$ cat src/rtl/sar_search_ctrl_pkg.sv
// Shared types and helpers for the successive-approximation search controller.
// Holds the FSM state encoding, the default width and the flag sanity check.
package sar_search_ctrl_pkg;

    localparam int DEFAULT_WIDTH = 4;

    typedef enum logic [1:0] {
        ST_IDLE  = 2'd0,
        ST_PROBE = 2'd1,
        ST_CHECK = 2'd2,
        ST_DONE  = 2'd3
    } state_e;

    // A healthy comparator asserts exactly one of gt/eq/lt.
    function automatic logic flags_one_hot(input logic gt, input logic eq, input logic lt);
        return ({gt, eq, lt} == 3'b100) || ({gt, eq, lt} == 3'b010) || ({gt, eq, lt} == 3'b001);
    endfunction

endpackage

$ cat src/rtl/sar_search_ctrl_if.sv
// Comparator-loop bundle: control request, comparator flags and search outputs.
// master = search controller, slave = comparator/requester side.
interface sar_search_ctrl_if
    import sar_search_ctrl_pkg::*;
#(
    parameter int WIDTH = DEFAULT_WIDTH
) ();

    logic             start;
    logic             cmp_gt;
    logic             cmp_eq;
    logic             cmp_lt;
    logic [WIDTH-1:0] guess;
    logic             busy;
    logic             done;
    logic [WIDTH-1:0] result;
    logic             found;
    logic             err;

    modport master (
        input  start, cmp_gt, cmp_eq, cmp_lt,
        output guess, busy, done, result, found, err
    );

    modport slave (
        output start, cmp_gt, cmp_eq, cmp_lt,
        input  guess, busy, done, result, found, err
    );

endinterface

$ cat src/rtl/sar_search_ctrl.sv
// MSB-first successive-approximation search driving an external magnitude comparator.
// One trial per cycle; exits early on equality, otherwise confirms the final value in CHECK.
module sar_search_ctrl
    import sar_search_ctrl_pkg::*;
#(
    parameter int WIDTH = DEFAULT_WIDTH
) (
    input  logic                clk,
    input  logic                rst_n,
    sar_search_ctrl_if.master   bus
);

    localparam int               IDX_W      = (WIDTH > 1) ? $clog2(WIDTH) : 1;
    localparam logic [IDX_W-1:0] IDX_MSB    = IDX_W'(WIDTH - 1);
    localparam logic [WIDTH-1:0] FIRST_TRY  = WIDTH'(1) << (WIDTH - 1);

    state_e           state_q, state_d;
    logic [WIDTH-1:0] guess_q, guess_d;
    logic [WIDTH-1:0] result_q, result_d;
    logic [IDX_W-1:0] idx_q, idx_d;
    logic             found_q, found_d;
    logic             err_q, err_d;

    logic             flags_ok;
    logic [WIDTH-1:0] trial_kept;

    assign flags_ok = flags_one_hot(bus.cmp_gt, bus.cmp_eq, bus.cmp_lt);

    // Current trial bit survives only if the guess was not above the target.
    assign trial_kept = bus.cmp_gt ? (guess_q & ~(WIDTH'(1) << idx_q)) : guess_q;

    always_ff @(posedge clk or negedge rst_n) begin
        if (!rst_n) begin
            state_q  <= ST_IDLE;
            guess_q  <= '0;
            result_q <= '0;
            idx_q    <= IDX_MSB;
            found_q  <= 1'b0;
            err_q    <= 1'b0;
        end else begin
            state_q  <= state_d;
            guess_q  <= guess_d;
            result_q <= result_d;
            idx_q    <= idx_d;
            found_q  <= found_d;
            err_q    <= err_d;
        end
    end

    always_comb begin
        state_d  = state_q;
        guess_d  = guess_q;
        result_d = result_q;
        idx_d    = idx_q;
        found_d  = found_q;
        err_d    = err_q;

        case (state_q)
            ST_IDLE: begin
                if (bus.start) begin
                    guess_d = FIRST_TRY;
                    idx_d   = IDX_MSB;
                    found_d = 1'b0;
                    err_d   = 1'b0;
                    state_d = ST_PROBE;
                end
            end

            ST_PROBE: begin
                if (!flags_ok) begin
                    err_d    = 1'b1;
                    found_d  = 1'b0;
                    result_d = guess_q;
                    state_d  = ST_DONE;
                end else if (bus.cmp_eq) begin
                    result_d = guess_q;
                    found_d  = 1'b1;
                    state_d  = ST_DONE;
                end else if (idx_q == '0) begin
                    guess_d = trial_kept;
                    state_d = ST_CHECK;
                end else begin
                    guess_d = trial_kept | (WIDTH'(1) << (idx_q - 1'b1));
                    idx_d   = idx_q - 1'b1;
                end
            end

            ST_CHECK: begin
                found_d  = bus.cmp_eq;
                err_d    = !flags_ok;
                result_d = guess_q;
                state_d  = ST_DONE;
            end

            ST_DONE: begin
                state_d = ST_IDLE;
            end

            default: begin
                state_d = ST_IDLE;
            end
        endcase
    end

    assign bus.guess  = guess_q;
    assign bus.result = result_q;
    assign bus.found  = found_q;
    assign bus.err    = err_q;
    assign bus.busy   = (state_q == ST_PROBE) || (state_q == ST_CHECK);
    assign bus.done   = (state_q == ST_DONE);

endmodule

$ cat src/flat_wrapper.sv
// flat-port wrapper written by rule: the top's interface ports become plain ports
module sar_search_ctrl_flat import sar_search_ctrl_pkg::*;
#(
    parameter int WIDTH = DEFAULT_WIDTH
)
  (clk, rst_n, bus_start, bus_cmp_gt, bus_cmp_eq, bus_cmp_lt, bus_guess, bus_busy, bus_done, bus_result, bus_found, bus_err);
  sar_search_ctrl_if #(.WIDTH(WIDTH)) bus_i ();
  input  logic clk;
  input  logic rst_n;
  input wire logic [$bits(bus_i.start)-1:0] bus_start;
  input wire logic [$bits(bus_i.cmp_gt)-1:0] bus_cmp_gt;
  input wire logic [$bits(bus_i.cmp_eq)-1:0] bus_cmp_eq;
  input wire logic [$bits(bus_i.cmp_lt)-1:0] bus_cmp_lt;
  output wire logic [$bits(bus_i.guess)-1:0] bus_guess;
  output wire logic [$bits(bus_i.busy)-1:0] bus_busy;
  output wire logic [$bits(bus_i.done)-1:0] bus_done;
  output wire logic [$bits(bus_i.result)-1:0] bus_result;
  output wire logic [$bits(bus_i.found)-1:0] bus_found;
  output wire logic [$bits(bus_i.err)-1:0] bus_err;
  assign bus_i.start = bus_start;
  assign bus_i.cmp_gt = bus_cmp_gt;
  assign bus_i.cmp_eq = bus_cmp_eq;
  assign bus_i.cmp_lt = bus_cmp_lt;
  assign bus_guess = bus_i.guess;
  assign bus_busy = bus_i.busy;
  assign bus_done = bus_i.done;
  assign bus_result = bus_i.result;
  assign bus_found = bus_i.found;
  assign bus_err = bus_i.err;
  sar_search_ctrl #(.WIDTH(WIDTH)) u_core (.clk(clk), .rst_n(rst_n), .bus(bus_i));
endmodule
$ cat config.mk
export PLATFORM = sky130hd
export DESIGN_NAME = sar_search_ctrl_flat
export DESIGN_NICKNAME = d
export VERILOG_FILES = /design/src/rtl/sar_search_ctrl_pkg.sv /design/src/rtl/sar_search_ctrl_if.sv /design/src/rtl/sar_search_ctrl.sv /design/src/flat_wrapper.sv
export SDC_FILE = /design/constraint.sdc
export NUM_CORES = 1
export LEC_CHECK = 0
export ABC_AREA = 1
export BUFFER_PORTS_ARGS = -buffer_cell sky130_fd_sc_hd__buf_2
export CAP_MARGIN = 30
export CORE_MARGIN = 4
export CORE_UTILIZATION = 50
export CTS_BUF_LIST = sky130_fd_sc_hd__clkbuf_2
export DETAILED_ROUTE_END_ITERATION = 8
export PLACE_DENSITY_LB_ADDON = 0.12
export SLEW_MARGIN = 30
export SYNTH_ARGS = -nofsm -noshare
export SYNTH_HDL_FRONTEND = slang
export SYNTH_SLANG_ARGS = --single-unit
$ cat constraint.sdc
create_clock -name clk -period 1.99 [get_ports clk]
set_input_delay 0.0995 -clock clk [delete_from_list [all_inputs] [get_ports clk]]
set_output_delay 0.0995 -clock clk [all_outputs]
set_load 0.005 [all_outputs]
Word level (Yosys, flattened, before mapping)
Cells that the tools add are included.
{"block": "op_classes", "addsub": 1, "n_eq_ne": 13, "shift": 2, "muxes": 25, "n_bitwise": 3, "reduce_logical": 15}
{"operator": "two-way mux 4 bit", "count": 7}
{"operator": "two-way mux 2 bit", "count": 8}
{"operator": "case mux 4 bit (2 select lines)", "count": 2}
{"operator": "!= test 2 bit, second input constant", "count": 4}
{"operator": "case mux 2 bit (4 select lines)", "count": 1}
{"operator": "<< shifter 1 x 2 -> 4 bit, first input constant", "count": 2}
{"operator": "case mux 1 bit (3 select lines)", "count": 2}
{"operator": "AND reduction 3 bit", "count": 2}
{"operator": "AND reduction 5 bit", "count": 1}
{"operator": "AND 4 bit", "count": 1}
{"operator": "equality test 2 bit, second input constant", "count": 2}
{"operator": "zero test 2 bit", "count": 2}
{"operator": "two-way mux 1 bit", "count": 4}
{"operator": "!= test 4 bit, second input constant", "count": 1}
{"operator": "inverter 4 bit", "count": 1}
{"operator": "bitwise OR 4 bit", "count": 1}
{"operator": "case mux 2 bit (2 select lines)", "count": 1}
{"operator": "AND reduction 2 bit", "count": 2}
{"operator": "AND reduction 4 bit", "count": 1}
{"operator": "nonzero test 2 bit", "count": 2}
{"operator": "equality test 3 x 1 -> 1 bit, second input constant", "count": 1}
{"operator": "equality test 3 x 2 -> 1 bit, second input constant", "count": 1}
{"operator": "equality test 3 bit, second input constant", "count": 1}
{"operator": "logical OR 1 bit", "count": 3}
{"operator": "other kinds (6)", "count": 6}
{"block": "totals", "regBits": 14, "inputBits": 6, "out_inout_bits": 12, "elab_cells": 65}

Longest topological paths before layout
Gate-level depths: netlist of run 1.
{"block": "logic_depth", "ltp_word": 9, "ltp_mapped": 9, "ltp_nobuf": 9}

Worst setup path before layout of run 1
No wires, ideal clock.
{"block": "synth_timing", "path_type": "register to register", "start": "reg u_core.state_q[1]", "end": "reg u_core.guess_q[2], in the netlist u_core.bus.guess[2]", "setup_time_ns": 0.123, "t_arrival_ns": 1.323, "required_ns": 1.867, "path_slack_ns": 0.544, "stages_incl_launch_ff": 8, "n_path_buf": 0, "synth_period_minus_slack_ns": 1.446, "path_cell_list": "dfrtp_1 -> inv_1 -> ha_1 -> nor2_1 -> nor2_1 -> nand2_4 -> nand2_1 -> o21ai_2"}
{"block": "synth_via", "elab_chain_cells": 3, "elab_cells_between_ends": 8, "classes_between": "eq/ne (4); mux (1); reduce/logical (3)"}
{"item": "start: declaration", "line_no": "sar_search_ctrl.sv:17", "text": "state_e state_q, state_d;"}
{"item": "start signal: assignment", "line_no": "sar_search_ctrl.sv:41", "text": "state_q <= state_d;"}
{"item": "equality test 2 x 1 -> 1 bit or zero test 2 bit (tied branches)", "line_no": "sar_search_ctrl.sv:58", "text": "case (state_q)"}
{"item": "!= test 2 x 1 -> 1 bit (no source line) (tied with other cells)"}
{"item": "AND reduction 4 bit (no source line)"}
{"item": "end signal: assignment", "line_no": "sar_search_ctrl.sv:42", "text": "guess_q <= guess_d;"}
{"item": "end: declaration", "line_no": "sar_search_ctrl.sv:18", "text": "logic [WIDTH-1:0] guess_q, guess_d;"}
Several ways; a longest one is shown, not always the timed one.
A chain may end at the register's enable or synchronous reset.

Worst setup path after layout of run 1
Same ends and word-level chain as after synthesis.

==> qor.txt, run 1 <==
Min Clock Period, post-route: 1.54 ns
Setup violations, final: 0
FF+latch count, synth: 14
Setup crit start kind: register
Metal2 WL: 759 um
Async SR Flop Fraction: 100%
XOR/XNOR share of the synthesized area: 0%
Pwr per Cell Area: 1540 mW/mm^2
Syn Inst Count: 119
GRT Util Overall: 14.5%
Max clock buf depth: 2
Fmax: 0.647 GHz
Top cell type's share of synthesized area: 32.7%
Inst Count DP: 161
Vias in the first global route: 693
Rows: 15
Pwr Total: 1630 uW
Die area: 0.00259 mm^2
Starting DRT DRC Count: 15
Count of different cell masters after synthesis: 18
I/O Buffers: 17
IO Count: 18
Critical Path RT: 2.16 ns
Met3 WL: 74 um
EDFF count, synth: 0
Cts hold-fix bufs: 1
Worst Tran Pin Value: 0.304 ns
Top Metal Used: met4
Leakage power: 0.000581 uW
Clk_skew: 0.00458 ns
CTS buffer count: 3
Status: finished clean
Critical path data arrival time: 1.72 ns
Leading area contributor after synthesis: dfrtp_1
Worst r2r src: u_core.state_q[1]
Synth Area in Adders: 12.2%
Final Max Slew Viols: 0
Final hold violations: 0
Routed vias: 789
Peak fanout along the critical path: 8
Unrepaired setup endpoints after global routing: no
Syn Nets: 134
Synth top cells by count: 36 x nand2_1, 15 x inv_1, 12 x dfrtp_1
Top-count cell post-synth: nand2_1
Met1 wire length: 885 um
Global-route wire length before repair: 2.89 mm
Initial core utilization: 53.3%
Hold Crit Start: bus_cmp_eq
ANT cells: 0
Max-Slew Margin vs Limit: 79.6%
Critical path class: reg -> reg
Final Non-Filler Cells: 166
Routed vias/inst: 4.75
Routed WL: 1.73 mm
Worst Hold Class: in -> reg
Num Clock Sinks: 14
Post-DP HPWL: 1.36 mm
Warnings, synthesis: 0
Share of post-route cells with drive strength above 1: 24.8%
Multiplexer share of the synthesized area: 0%
Fin crit share: 77.6%
Main combinational cell family by area after synthesis: simple AND/OR/NAND/NOR gates
Synth Area in Compound Gates: 13.5%
Avg Inst Size Synth: 7.73 um^2
Die width: 50.9 um
Die height: 50.9 um
Core Area: 0.00173 mm^2
Fin Setup TNS: 0 ns
Max_cap viols: 0
Pin count of the biggest net entering global routing: 15
Pre-antenna DRT Iters: 4
Mapped Area: 920 um^2
Grt ovf: 0
Post CTS Setup Buffer Count: 0
GPL Wtd Cong: 0.793
Post-CTS sizing: 0
Root buf cell: clkbuf_2
Layout Area Growth over Synthesis: 15.4%
# DRC: 0
Dominant synthesized flop cell: dfrtp_1
Peak VDD IR: 0.834 mV
CP Launch Point: u_core.state_q[1]
Fin nets: 157
Ranking of synthesized cells by area: dfrtp_1 33%, nand2_1 15%, ha_1 12%
H-tree Lvls: 1
Sequential-to-total area share from yosys stat: 38.4%
Initial antenna violation count: 0
Clock Latency Late Sink: 0.27 ns
Drt wl/cell: 10.4 um
Simple-gate share of the synthesized area: 27.8%
Antenna violation net count after detailed routing: 0
TritonCTS clock tree: done
CP Capture Type: register
Worst-path clk slew: 0.15 ns
-- cell families (layout without fill, tap and decap cells) --
family	after synthesis	in the layout
simple gates	57	57
compound gates	21	21
buf+inv	18	40
flops	14	14
fa+ha+maj	9	9
-- layer usage --
| metal | GRT usage [%] | vias up |
|---|---|---|
| met5 | 0 | - |
| met4 | 4.04 | 0 |
| met3 | 3.21 | 2 |
| met2 | 21.5 | 15 |
| met1 | 21.1 | 351 |
| li1 | - | 421 |
-- per-stage QoR --
stage / utilization, % / hold slack [ns] / setup slack [ns] / cell area, um^2
after floorplan: - / -0.196 / 0.544 / 920
after global placement: 59.8 / 0.0140 / 0.504 / 1030
after detailed placement: 59.8 / 0.0159 / 0.476 / 1030
after CTS: 61.4 / 0.187 / 0.452 / 1060
after global routing: 61.4 / 0.227 / 0.339 / 1060
final: 61.4 / 0.198 / 0.445 / 1060
-- worst paths after layout --
kind | to | slack, ns | depth (start not counted)
max in group asynchronous | u_core.idx_q[1] | 1.48 | 2
hold / removal | u_core.bus.found | 0.20 | 5
hold reg to reg | u_core.bus.found | 0.50 | 2
setup / recovery | u_core.bus.guess[2] | 0.45 | 7
min in group asynchronous | u_core.bus.err | 0.22 | 2
setup reg to reg | u_core.bus.guess[2] | 0.45 | 7
-- worst max-delay path, stage by stage, from the launching register on --
cell	delay (ns)
dfrtp_1	0.45
inv_1	0.11
ha_1	0.26
nor2_1	0.08
nor2_1	0.27
nand2_4	0.14
nand2_1	0.09
o21ai_2	0.05
-- sequential cells by signal (all words and copies together) (netlist names) --
| name | flops |
|---|---|
| u_core.bus.result | 4 |
| u_core.bus.found | 1 |
| u_core.idx_q | 2 |
| u_core.bus.guess | 4 |
| u_core.bus.err | 1 |
| u_core.state_q | 2 |
-- layout make-up --
type                       instances  area, um^2
fill                             164         666
multi-input combinational         87         492
sequential                        14         353
timing repair buffer              19         103
inverter                          17        63.8
tap                               25        31.3
clock buffer                       3        15.0
clock inverter                     1        3.75
-- placed cells by master, fill, tap and decap left out, drive strengths merged --
cell,count
o21ai,13
clkbuf,3
nand2,41
ha,9
nand3,5
nor2,8
clkinv,1
a21oi,6
buf,18
o211ai,1
dfstp,2
dfrtp,12
dlygate4sd3,1
nand4,3
inv,17
a31oi,1
-- power breakdown --
part | internal (uW) | switching (uW)
Clock | 43.7 | 95.4
Sequential | 425 | 102
Combinational | 374 | 590
Total | 842 | 787
(Power assumes the default switching activity.)
==> inputs of run 2 (changes only) <==
- clock period: 1.99 -> 1.57 ns (I/O delays scaled with it)
==> run 2 against run 1 <==
  * Clock skew shrank 0.00095 ns
  * Sequential share of layout area shrank 0.92 points
  * First-iteration DRC count grew 53%
  * Largest power group unchanged
  * Largest cell class unchanged
  * Worst hold slack lost 0.036 ns
==> qor.txt, run 2 (synthesis gave the netlist of run 1 again) <==
Die area: 0.00259 mm^2
Pwr per Cell Area: 1980 mW/mm^2
Die height: 50.9 um
Fin crit share: 92.8%
ANT cells: 0
Rows: 15
Num Clock Sinks: 14
CP Capture Type: output port
Core Area: 0.00173 mm^2
Leakage power: 0.000593 uW
Peak fanout along the critical path: 5
Die width: 50.9 um
Setup crit start kind: register
Hold Slack: 0.162 ns
Inst Count DP: 163
Unrepaired setup endpoints after global routing: no
Final Max Slew Viols: 0
Critical path class: reg -> out
Routed vias: 826
Antenna violation net count after detailed routing: 0
Global-route wire length before repair: 3.06 mm
GRT Util Overall: 15.6%
# DRC: 0
Starting DRT DRC Count: 23
Routed WL: 1.82 mm
Met1 Track Usage GR: 21.7%
Post-DP HPWL: 1.40 mm
Multi-input gate area: 499 um^2
Max-Slew Margin vs Limit: 78.7%
Max_cap viols: 0
Setup violations, final: 0
Met3 Usage GRT: 2.92%
Worst Tran Pin Value: 0.320 ns
Share of post-route cells with drive strength above 1: 29.2%
Vias in the first global route: 731
Pin count of the biggest net entering global routing: 15
CTS buffer count: 3
Clk_skew: 0.00364 ns
Worst Hold Class: in -> reg
Final hold violations: 0
Fin nets: 160
Sequential cell area: 353 um^2
Grt ovf: 0
Initial core utilization: 53.3%
Utilization after layout: 63.2%
Status: finished clean
Routed vias/inst: 4.89
Drt wl/cell: 10.7 um
Layout Area Growth over Synthesis: 18.6%
Final Non-Filler Cells: 169
Critical Path RT: 1.49 ns
Worst-path clk slew: 0.14 ns
Root buf cell: clkbuf_2
Most used routing layer: met2
Critical path data arrival time: 1.38 ns
IO Count: 18
Met2 usage in global routing: 23.7%
I/O Buffers: 17
TritonCTS clock tree: done
GPL Wtd Cong: 0.802
Clock Latency Late Sink: 0.29 ns
Initial antenna violation count: 0
Most frequent cells in the layout: 36 x nand2_1, 17 x buf_2, 14 x inv_1, 12 x dfrtp_1, 9 x o21ai_0
Commonest non-fill, non-tap cell in the layout: nand2_1
Peak VDD IR: 1.37 mV
Fill cell count: 161
Fin Setup TNS: 0 ns
Fmax: 0.686 GHz
Min Clock Period, post-route: 1.46 ns
Max clock buf depth: 2
H-tree Lvls: 1
Pre-antenna DRT Iters: 4
[run 2: changes by cell type in the layout (fill, tap and decap cells not counted)]
cell	before	now
inv_1	15	14
nor2_2	0	2
ha_1	9	8
ha_2	0	1
nor2_1	8	6
inv_2	2	3
buf_4	1	4
[run 2: through the flow]
stage	instance area [um^2]	worst slack (ns)	power (uW)
after floorplan	920	0.124	1580
after global placement	1050	0.101	1920
after detailed placement	1050	0.0823	1950
after CTS	1080	0.0520	2140
after global routing	1090	0.00388	2400
final	1090	0.113	2160
[run 2: cell type report]
| class | instances | area share (%) |
|---|---|---|
| clock inverters | 1 | 0.344 |
| inverters | 17 | 5.85 |
| clock buffers | 3 | 1.38 |
| flip-flops and latches | 14 | 32.3 |
| well taps | 25 | 2.87 |
| repair buffers | 22 | 11.5 |
| multi-input cells | 87 | 45.8 |
[run 2: metal layers]
metal | vias up | wire length, um
li1 | 430 | -
met1 | 373 | 886
met2 | 19 | 820
met3 | 4 | 76
met4 | 0 | 32
met5 | - | 0
[run 2: report_power, final]
group	total, uW	internal, uW	switching (uW)
Combinational	1340	537	805
Sequential	638	537	101
Clock	182	55.3	127
[run 2: worst max-delay path: stages (launching register included)]
cell     delay, ns
dfrtp_1       0.47
inv_2         0.08
ha_1          0.40
buf_2         0.15
[run 2: final timing paths]
kind,to,depth (start not counted),slack [ns],startpoint
max,bus_busy,3,0.11,u_core.state_q[0]
min,u_core.bus.found,5,0.16,bus_cmp_eq
max reg2reg,u_core.state_q[0],8,0.12,u_core.idx_q[1]
min reg2reg,u_core.bus.result[3],2,0.49,u_core.bus.result[3]
max in group asynchronous,u_core.idx_q[1],2,1.07,rst_n
min in group asynchronous,u_core.bus.result[0],2,0.21,rst_n
[run 2: what timing repair did]
action	CTS	global route
setup buffers	0	1
gates resized for setup	0	4
endpoints found under the setup margin	0	10
hold endpoints to repair	14	0
hold buffers	1	0
==> inputs of run 3 (changes only) <==
--- a/config.mk
+++ b/config.mk
@@ -12,5 +12,7 @@
 export CORE_UTILIZATION = 50
 export CTS_BUF_LIST = sky130_fd_sc_hd__clkbuf_2
+export CTS_CLUSTER_SIZE = 28
 export DETAILED_ROUTE_END_ITERATION = 8
+export GPL_TIMING_DRIVEN = 0
 export PLACE_DENSITY_LB_ADDON = 0.12
 export SLEW_MARGIN = 30
==> constraint.sdc (replaced) <==
create_clock -name clk -period 1.57 [get_ports clk]
set_input_delay 0.2355 -clock clk [delete_from_list [all_inputs] [get_ports clk]]
set_output_delay 0.2355 -clock clk [all_outputs]
set_load 0.005 [all_outputs]
==> run 3 against run 2 <==
  * Non-clock buffer count increased by 2
  * Worst hold slack improved by 0.18 ns
  * Via count increased by 2.3%
  * Worst setup slack got worse by 0.046 ns
  * Combinational power increased by 6%
  * Flip-flop and latch count unchanged
  * First-iteration DRC count up 39%
  * Critical endpoint unchanged
  * Largest cell class unchanged
  * Largest power group unchanged
==> qor.txt, run 3 (synthesis gave the netlist of run 1 again) <==
Status: finished clean
CTS buffer count: 3
Setup violations, final: 0
Initial core utilization: 53.3%
I/O Buffers: 17
Num Clock Sinks: 14
Fin crit share: 95.7%
ANT cells: 0
Pwr per Cell Area: 2000 mW/mm^2
GPL Wtd Cong: 0.789
CP Capture Type: output port
H-tree Lvls: 1
Routed WL: 1.88 mm
Core Area: 0.00173 mm^2
Sequence of cells on the critical path: inv_2 -> ha_2 -> buf_2
Peak fanout along the critical path: 5
Most frequent cells in the layout: 36 x nand2_1, 17 x buf_2, 14 x inv_1, 12 x dfrtp_1, 9 x o21ai_0
Fin nets: 162
Crit-path slowest cell: dfrtp_1
IO Count: 18
Worst Tran Pin Value: 0.302 ns
Die height: 50.9 um
Root buf cell: clkbuf_2
Pre-CTS setup slack: -0.0391 ns
Clk_skew: 0.00465 ns
Final Max Slew Viols: 0
Die width: 50.9 um
Met1 Track Usage GR: 19.2%
Setup ws final: 0.0669 ns
Global-route wire length before repair: 3.13 mm
Routed vias/inst: 4.94
Worst Hold Class: in -> reg
Pin count of the biggest net entering global routing: 15
Worst-path clk slew: 0.13 ns
Multi-input gate area: 502 um^2
Sequential cell area: 353 um^2
Int Pwr: 1170 uW
Peak VDD IR: 1.39 mV
Reg-to-reg slack, setup: 0.08 ns
Comb pwr share: 63.6%
Vias in the first global route: 748
Critical path data arrival time: 1.27 ns
Post-DP HPWL: 1.42 mm
Seq pwr share: 28.8%
Final hold violations: 0
# DRC: 0
Antenna violation net count after detailed routing: 0
Setup crit start kind: register
Min Clock Period, post-route: 1.50 ns
Critical Path RT: 1.33 ns
Fill cell count: 173
Sw Ratio: 47.2%
Commonest non-fill, non-tap cell in the layout: nand2_1
CP peak stage delay: 0.41 ns
Share of post-route cells with drive strength above 1: 30.8%
Met2 usage in global routing: 28.0%
Fin Setup TNS: 0 ns
Routed vias: 845
Unrepaired setup endpoints after global routing: yes
Clock Latency Late Sink: 0.28 ns
Max-Slew Margin vs Limit: 79.8%
Rows: 15
Critical path class: reg -> out
Met3 Usage GRT: 5.25%
Initial antenna violation count: 0
Max clock buf depth: 2
Fmax: 0.665 GHz
GRT Util Overall: 16.3%
Max_cap viols: 0
Leakage power: 0.000602 uW
Layout Area Growth over Synthesis: 21.0%
TritonCTS clock tree: done
Drt wl/cell: 11.0 um
Grt ovf: 0
Starting DRT DRC Count: 32
Clk pwr share: 7.5%
Utilization after layout: 64.4%
Most used routing layer: met2
NetSw: 1050 uW
Die area: 0.00259 mm^2
Pre-antenna DRT Iters: 4
==> run 3: cell types whose count changed in the layout (fill, tap and decap cells not counted) <==
cell   before  now
buf_6       0    1
buf_4       4    5
ha_1        8    7
ha_2        1    2
==> run 3: worst paths after layout <==
path	startpoint	endpoint	cells past startpoint
max	u_core.state_q[0]	bus_busy	3
min	bus_cmp_eq	u_core.bus.found	5
max reg2reg	u_core.state_q[0]	u_core.bus.guess[2]	7
min reg2reg	u_core.bus.result[3]	u_core.bus.result[3]	2
max in group asynchronous	rst_n	u_core.idx_q[1]	2
min in group asynchronous	rst_n	u_core.bus.err	2
==> run 3: power by group through the flow <==
stage               clock (uW)  combinational [uW]  sequential (uW)
global route               201                1610              662
global placement             0                1220              665
detailed placement           0                1250              676
finish                     168                1420              641
floorplan                    0                 911              666
CTS                        178                1340              649
==> run 3: per-stage QoR <==
stage / std cells / total power [uW] / area [um^2] / hold WS [ns]
floorplan: 119 / 1580 / 920 / -0.0601
global placement: 161 / 1880 / 1040 / 0.147
CTS: 169 / 2170 / 1090 / 0.319
global route: 171 / 2470 / 1110 / 0.354
finish: 171 / 2220 / 1110 / 0.338
detailed placement: 161 / 1920 / 1040 / 0.146
==> run 3: worst max-delay path, delay by kind of cell, from the launching register on <==
family,cells,cell delay (ns)
fa+ha+maj,1,0.37
buf+inv,2,0.20
flops,1,0.41
==> run 3: repair_timing <==
item	4_1_cts	5_1_grt
resized for setup	1	4
cloned	0	0
endpoints found under the setup margin	7	15
hold buffers	1	0
buffers inserted	3	2
hold endpoints to repair	12	0
==> run 3: area by class of cell <==
cell class | count | area share, %
Multi-Input combinational cell | 87 | 45.1
Sequential cell | 14 | 31.7
Timing Repair Buffer | 23 | 11.9
Inverter | 17 | 5.74
Tap cell | 25 | 2.81
Clock buffer | 3 | 1.35
Buffer | 1 | 1.01
Clock inverter | 1 | 0.337
==> run 3: per-layer routing <==
metal | up-vias | part of all wire, %
li1 | 435 | -
met1 | 386 | 43
met2 | 20 | 50
met3 | 4 | 5.6
met4 | 0 | 1.6
met5 | - | 0
